<file path="config.mk">
export PLATFORM = sky130hd
export DESIGN_NAME = lc3_fetch_unit
export DESIGN_NICKNAME = d
export VERILOG_FILES = /design/src/rtl/lc3_pkg.sv /design/src/rtl/lc3_fetch_unit.sv
export SDC_FILE = /design/constraint.sdc
export NUM_CORES = 1
export LEC_CHECK = 0
export ABC_AREA = 1
export CAP_MARGIN = 10
export CORE_MARGIN = 5
export CORE_UTILIZATION = 43
export DETAILED_ROUTE_END_ITERATION = 6
export HOLD_SLACK_MARGIN = 0.03
export PLACE_DENSITY = 0.88
export SYNTH_ARGS = -nofsm -noshare
export SYNTH_HDL_FRONTEND = slang
export SYNTH_SLANG_ARGS = --single-unit
</file>
<file path="constraint.sdc">
create_clock -name clk -period 1.93 [get_ports clk]
set_clock_uncertainty 0.15 [all_clocks]
set_input_delay 0.386 -clock clk [delete_from_list [all_inputs] [get_ports clk]]
set_output_delay 0.386 -clock clk [all_outputs]
set_load 0.01 [all_outputs]
</file>
<file path="src/rtl/lc3_pkg.sv">
// Shared LC-3 fetch definitions: widths, reset origin, HALT encoding, fetch state.
package lc3_pkg;

   localparam int          ADDR_W     = 16;
   localparam int          INSTR_W    = 16;
   localparam logic [15:0] RESET_PC   = 16'h3000;
   localparam logic [15:0] HALT_INSTR = 16'hF025;

   typedef enum logic [1:0] {
      IDLE   = 2'd0,
      RUN    = 2'd1,
      HALTED = 2'd2
   } fetch_state_e;

endpackage : lc3_pkg

</file>
<file path="src/rtl/lc3_fetch_unit.sv">
// LC-3 fetch stage: PC, one-deep instruction register with valid/ready, redirect and halt.
// Optional LC3_FETCH_HALT_DETECT_EN: capturing TRAP x25 (HALT) also stops fetching.
//
// state  | meaning
// IDLE   | out of reset, no capture; run_en starts fetching, redirect only loads pc
// RUN    | fetching one instruction per cycle whenever ir is free or being consumed
// HALTED | no capture; ir drains normally; only a redirect resumes RUN
module lc3_fetch_unit #(
   parameter int                ADDR_W   = lc3_pkg::ADDR_W,
   parameter int                INSTR_W  = lc3_pkg::INSTR_W,
   parameter logic [ADDR_W-1:0] RESET_PC = ADDR_W'(lc3_pkg::RESET_PC)
) (
   input  logic               clk,
   input  logic               rst_n,
   input  logic               run_en,
   output logic [ADDR_W-1:0]  imem_addr,
   input  logic [INSTR_W-1:0] imem_data,
   output logic [INSTR_W-1:0] ir,
   output logic [ADDR_W-1:0]  ir_pc,
   output logic [ADDR_W-1:0]  ir_npc,
   output logic               ir_valid,
   input  logic               ir_ready,
   input  logic               redirect_valid,
   input  logic [ADDR_W-1:0]  redirect_pc,
   input  logic               halt_req,
   output logic               halted,
   output logic [ADDR_W-1:0]  pc
);

   import lc3_pkg::*;

   fetch_state_e       state_q, state_d;
   logic [ADDR_W-1:0]  pc_q, pc_d;
   logic [ADDR_W-1:0]  pc_inc;
   logic [INSTR_W-1:0] ir_q, ir_d;
   logic [ADDR_W-1:0]  ir_pc_q, ir_pc_d;
   logic [ADDR_W-1:0]  ir_npc_q, ir_npc_d;
   logic               ir_valid_q, ir_valid_d;
   logic               fire;
   logic               halt_hit;

   // Wraps modulo 2^ADDR_W; ir_npc reuses the same value.
   assign pc_inc = pc_q + {{(ADDR_W-1){1'b0}}, 1'b1};

`ifdef LC3_FETCH_HALT_DETECT_EN
   assign halt_hit = fire && (imem_data == INSTR_W'(HALT_INSTR));
`else
   assign halt_hit = 1'b0;
`endif

   always_ff @(posedge clk) begin
      if (!rst_n) begin
         state_q <= IDLE;
      end else begin
         state_q <= state_d;
      end
   end

   always_comb begin
      state_d = state_q;
      case (state_q)
         IDLE: begin
            if (run_en) begin
               state_d = RUN;
            end
         end
         RUN: begin
            // Redirect outranks both halt sources in the same cycle.
            if (!redirect_valid && (halt_req || halt_hit)) begin
               state_d = HALTED;
            end
         end
         HALTED: begin
            if (redirect_valid) begin
               state_d = RUN;
            end
         end
         default: begin
            state_d = IDLE;
         end
      endcase
   end

   always_comb begin
      fire   = (state_q == RUN) && !redirect_valid && (!ir_valid_q || ir_ready);
      halted = (state_q == HALTED);
   end

   always_comb begin
      pc_d       = pc_q;
      ir_d       = ir_q;
      ir_pc_d    = ir_pc_q;
      ir_npc_d   = ir_npc_q;
      ir_valid_d = ir_valid_q;
      if (redirect_valid) begin
         pc_d       = redirect_pc;
         ir_valid_d = 1'b0;
      end else if (fire) begin
         ir_d       = imem_data;
         ir_pc_d    = pc_q;
         ir_npc_d   = pc_inc;
         ir_valid_d = 1'b1;
         pc_d       = pc_inc;
      end else if (ir_ready) begin
         ir_valid_d = 1'b0;
      end
   end

   always_ff @(posedge clk) begin
      if (!rst_n) begin
         pc_q       <= RESET_PC;
         ir_q       <= '0;
         ir_pc_q    <= '0;
         ir_npc_q   <= '0;
         ir_valid_q <= 1'b0;
      end else begin
         pc_q       <= pc_d;
         ir_q       <= ir_d;
         ir_pc_q    <= ir_pc_d;
         ir_npc_q   <= ir_npc_d;
         ir_valid_q <= ir_valid_d;
      end
   end

   assign imem_addr = pc_q;
   assign pc        = pc_q;
   assign ir        = ir_q;
   assign ir_pc     = ir_pc_q;
   assign ir_npc    = ir_npc_q;
   assign ir_valid  = ir_valid_q;

endmodule : lc3_fetch_unit

</file>
==> impl_metrics.ini <==
[outcome]
status = finished, final reports clean

[setup_path]
arrival_ns = 1.35
crit_chain = clkdlybuf4s50_1
startpoint = imem_addr[0]
cp-end-kind = primary output
critical_path_buf_inv_count = 1
r2r-end = imem_addr[14]
r2r_start = imem_addr[0]
r2r_slack_ns = 0.26
cpLargestDelayFamily = buffers and inverters
slowest_delay_ns = 0.58
worstPathRequired_ns = 1.39
cpMaxStageDelayCell = clkdlybuf4s50_1
path_class = flop to primary output
reg2regPathDepth = 8
crit_path_start_kind = flop
crit_fanout = 6

[synthesis]
synthCells = 393
ys_seq_elements = 67
synth_seq_area_share = 0.466
yosys_warnings = 0
ys.flop_type = dfxtp_1
avgSynthCellArea_um2 = 7.32
synth_edf_count = 0
synth_area_um2 = 2880
yosysUniqueCellTypes = 25
synthArstFlopShare = 0
syn-num-nets = 432

[timing]
setup_viol_count_final = 0
min_period_ns = 1.89
hold_viol_final = 0
worstMarginPinSlew_ns = 0.336
slew_viol_final = 0
relSlewSlack = 0.776
rsz0062_at_grt = no
whs_ns = 0.319
clock.fmax_ghz = 0.529
finalCritPeriodShare = 0.979

[cells_and_area]
multiInputGateArea_um2 = 1190
nNetsFinal = 541
layout_common_cells = clkdlybuf4s50_1 (116), nand2_1 (84), dfxtp_1 (58)
mostFrequentLayoutCell = clkdlybuf4s50_1
area_growth_syn_to_layout_pct = 49.1
post-route-util = 0.668
diodes = 0
seq_area_um2 = 1350
drive_gt1_frac = 0.0907
fillers = 506

[routing]
drtIter0Drc = 157
wl_um = 8790
ant_nets = 0
wl_met2_um = 4350
met1Wirelength_um = 3590
drcViolationCount = 0
met3RoutedLength_um = 684
wl_per_cell_um = 15.0
viasPerCell = 5.27
vias = 3076
dr.pass1.iters = 5
top_layer_used = met4

[min_path]
min_delay_path_depth = 2
min_from = ir_npc[10]
hold_class = flop to flop
holdPathEnd = ir_npc[10]

[flow_run]
maxCapViolations = 0

[pwr]
p_seq_frac = 0.460
total_power_mw = 3.34
p_per_area_nw_per_um2 = 778
ir_drop_mv = 0.418
p_clk_frac = 0.363
share_comb_of_total_power = 0.177
p_sw_uw = 854
p_leak_nw = 1.69
swShare = 0.256
internal_power_mw = 2.48

[die]
start_util = 0.448
core_area_um2 = 6420
ioPinCount = 120
fp-row-count = 29
die_w_um = 91.8
die_h_um = 91.8
die_area_um2 = 8420

[placement]
placement.io_buffers = 119
finalWeightedCongestion = 0.935
dp_hpwl_um = 6570

[clock_network]
tritoncts = done
cts_buffers = 9
clockBufferDepth = 2
clk_transition_reported_paths_ns = 0.07
clkSinkCount = 67
htree_levels = 3
ctsRootBufferMaster = clkbuf_8
clkLatencyLatePin_ns = 0.33

[global_routing]
overflow = 0
grt_start_max_net_pins = 36
grt.total_usage = 0.207
grt_pass1_wl_um = 14300
antenna_found_initial = 0
grt_pass1_vias = 3096
[Yosys cell counts (all sizes together), types with 2 or more instances]
cell type   n  area [µm²]
a21oi      36         180
a31oi       6        37.5
buf        28         206
clkbuf      7        26.3
clkinv      2        8.75
dfxtp      67        1340
inv        26         100
nand2      85         322
nand3      20         105
nand4       3        18.8
nor2       53         209
o211ai      3        22.5
o21ai      54         270
[logic make-up after synthesis]
logic type / synth area share
AND/OR/NAND/NOR: 0.230
AO/OA/AOI/OAI: 0.178
flip-flops: 0.466
buffers and inverters: 0.119
XOR/XNOR: 0.00305
adder cells (fa/ha/maj): 0.00435
[registers in the layout, indices dropped and copies added (netlist names)]
| register | count |
|---|---|
| ir_pc | 16 |
| ir | 16 |
| state_q | 2 |
| ir_valid | 1 |
| ir_npc | 16 |
| imem_addr | 16 |
[how the worst max path moves through the flow]
stage | end | slack [ns] | cells after the start
after floorplan | imem_addr[14] | 0.44 | 8
after CTS | pc[13] | 0.008 | 1
after global placement | imem_addr[2] | 0.003 | 7
after detailed placement | imem_addr[2] | -0.09 | 8
after global routing | pc[0] | 0.005 | 1
final | imem_addr[0] | 0.04 | 1
[layer usage]
metal / track usage / vias up
met5: 0 / -
met3: 0.0499 / 15
met2: 0.357 / 160
met4: 0.111 / 0
met1: 0.237 / 1415
li1: - / 1486
[metrics by stage]
step	instance area, µm²	setup TNS, ns	instances	setup slack, ns
final	4290	0	584	0.0413
after global routing	4290	0	584	0.00549
after CTS	4280	0	584	0.00786
after detailed placement	4060	-0.537	568	-0.0904
after global placement	4060	0	568	0.00344
after floorplan	2880	0	393	0.441
[what timing repair did]
item,4_1_cts,5_1_grt
resized for setup,6,6
setup endpoints to repair,11,9
pin swaps,0,0
hold buffers,0,0
gates cloned,0,0
buffers inserted,0,0
[worst min-delay path, cell delays in order (launching register included)]
cell     delay (ns)
dfxtp_1        0.31
nand2_1        0.06
a21oi_1        0.06
[cell type report]
type,count,share of cell area
inverters,28,0.0254
repair buffers,133,0.309
well taps,77,0.0225
flip-flops and latches,67,0.315
multi-input cells,263,0.278
clock buffers,12,0.0385
clock inverters,4,0.0111
[power groups by stage]
stage | sequential, mW | clock (mW) | combinational [mW]
after floorplan | 1.58 | 0 | 0.242
after global placement | 1.56 | 0 | 0.576
after detailed placement | 1.56 | 0 | 0.589
after CTS | 1.53 | 1.23 | 0.593
after global routing | 1.54 | 1.29 | 0.640
final | 1.53 | 1.21 | 0.590
No activity file was read; power rests on OpenSTA's default activity.
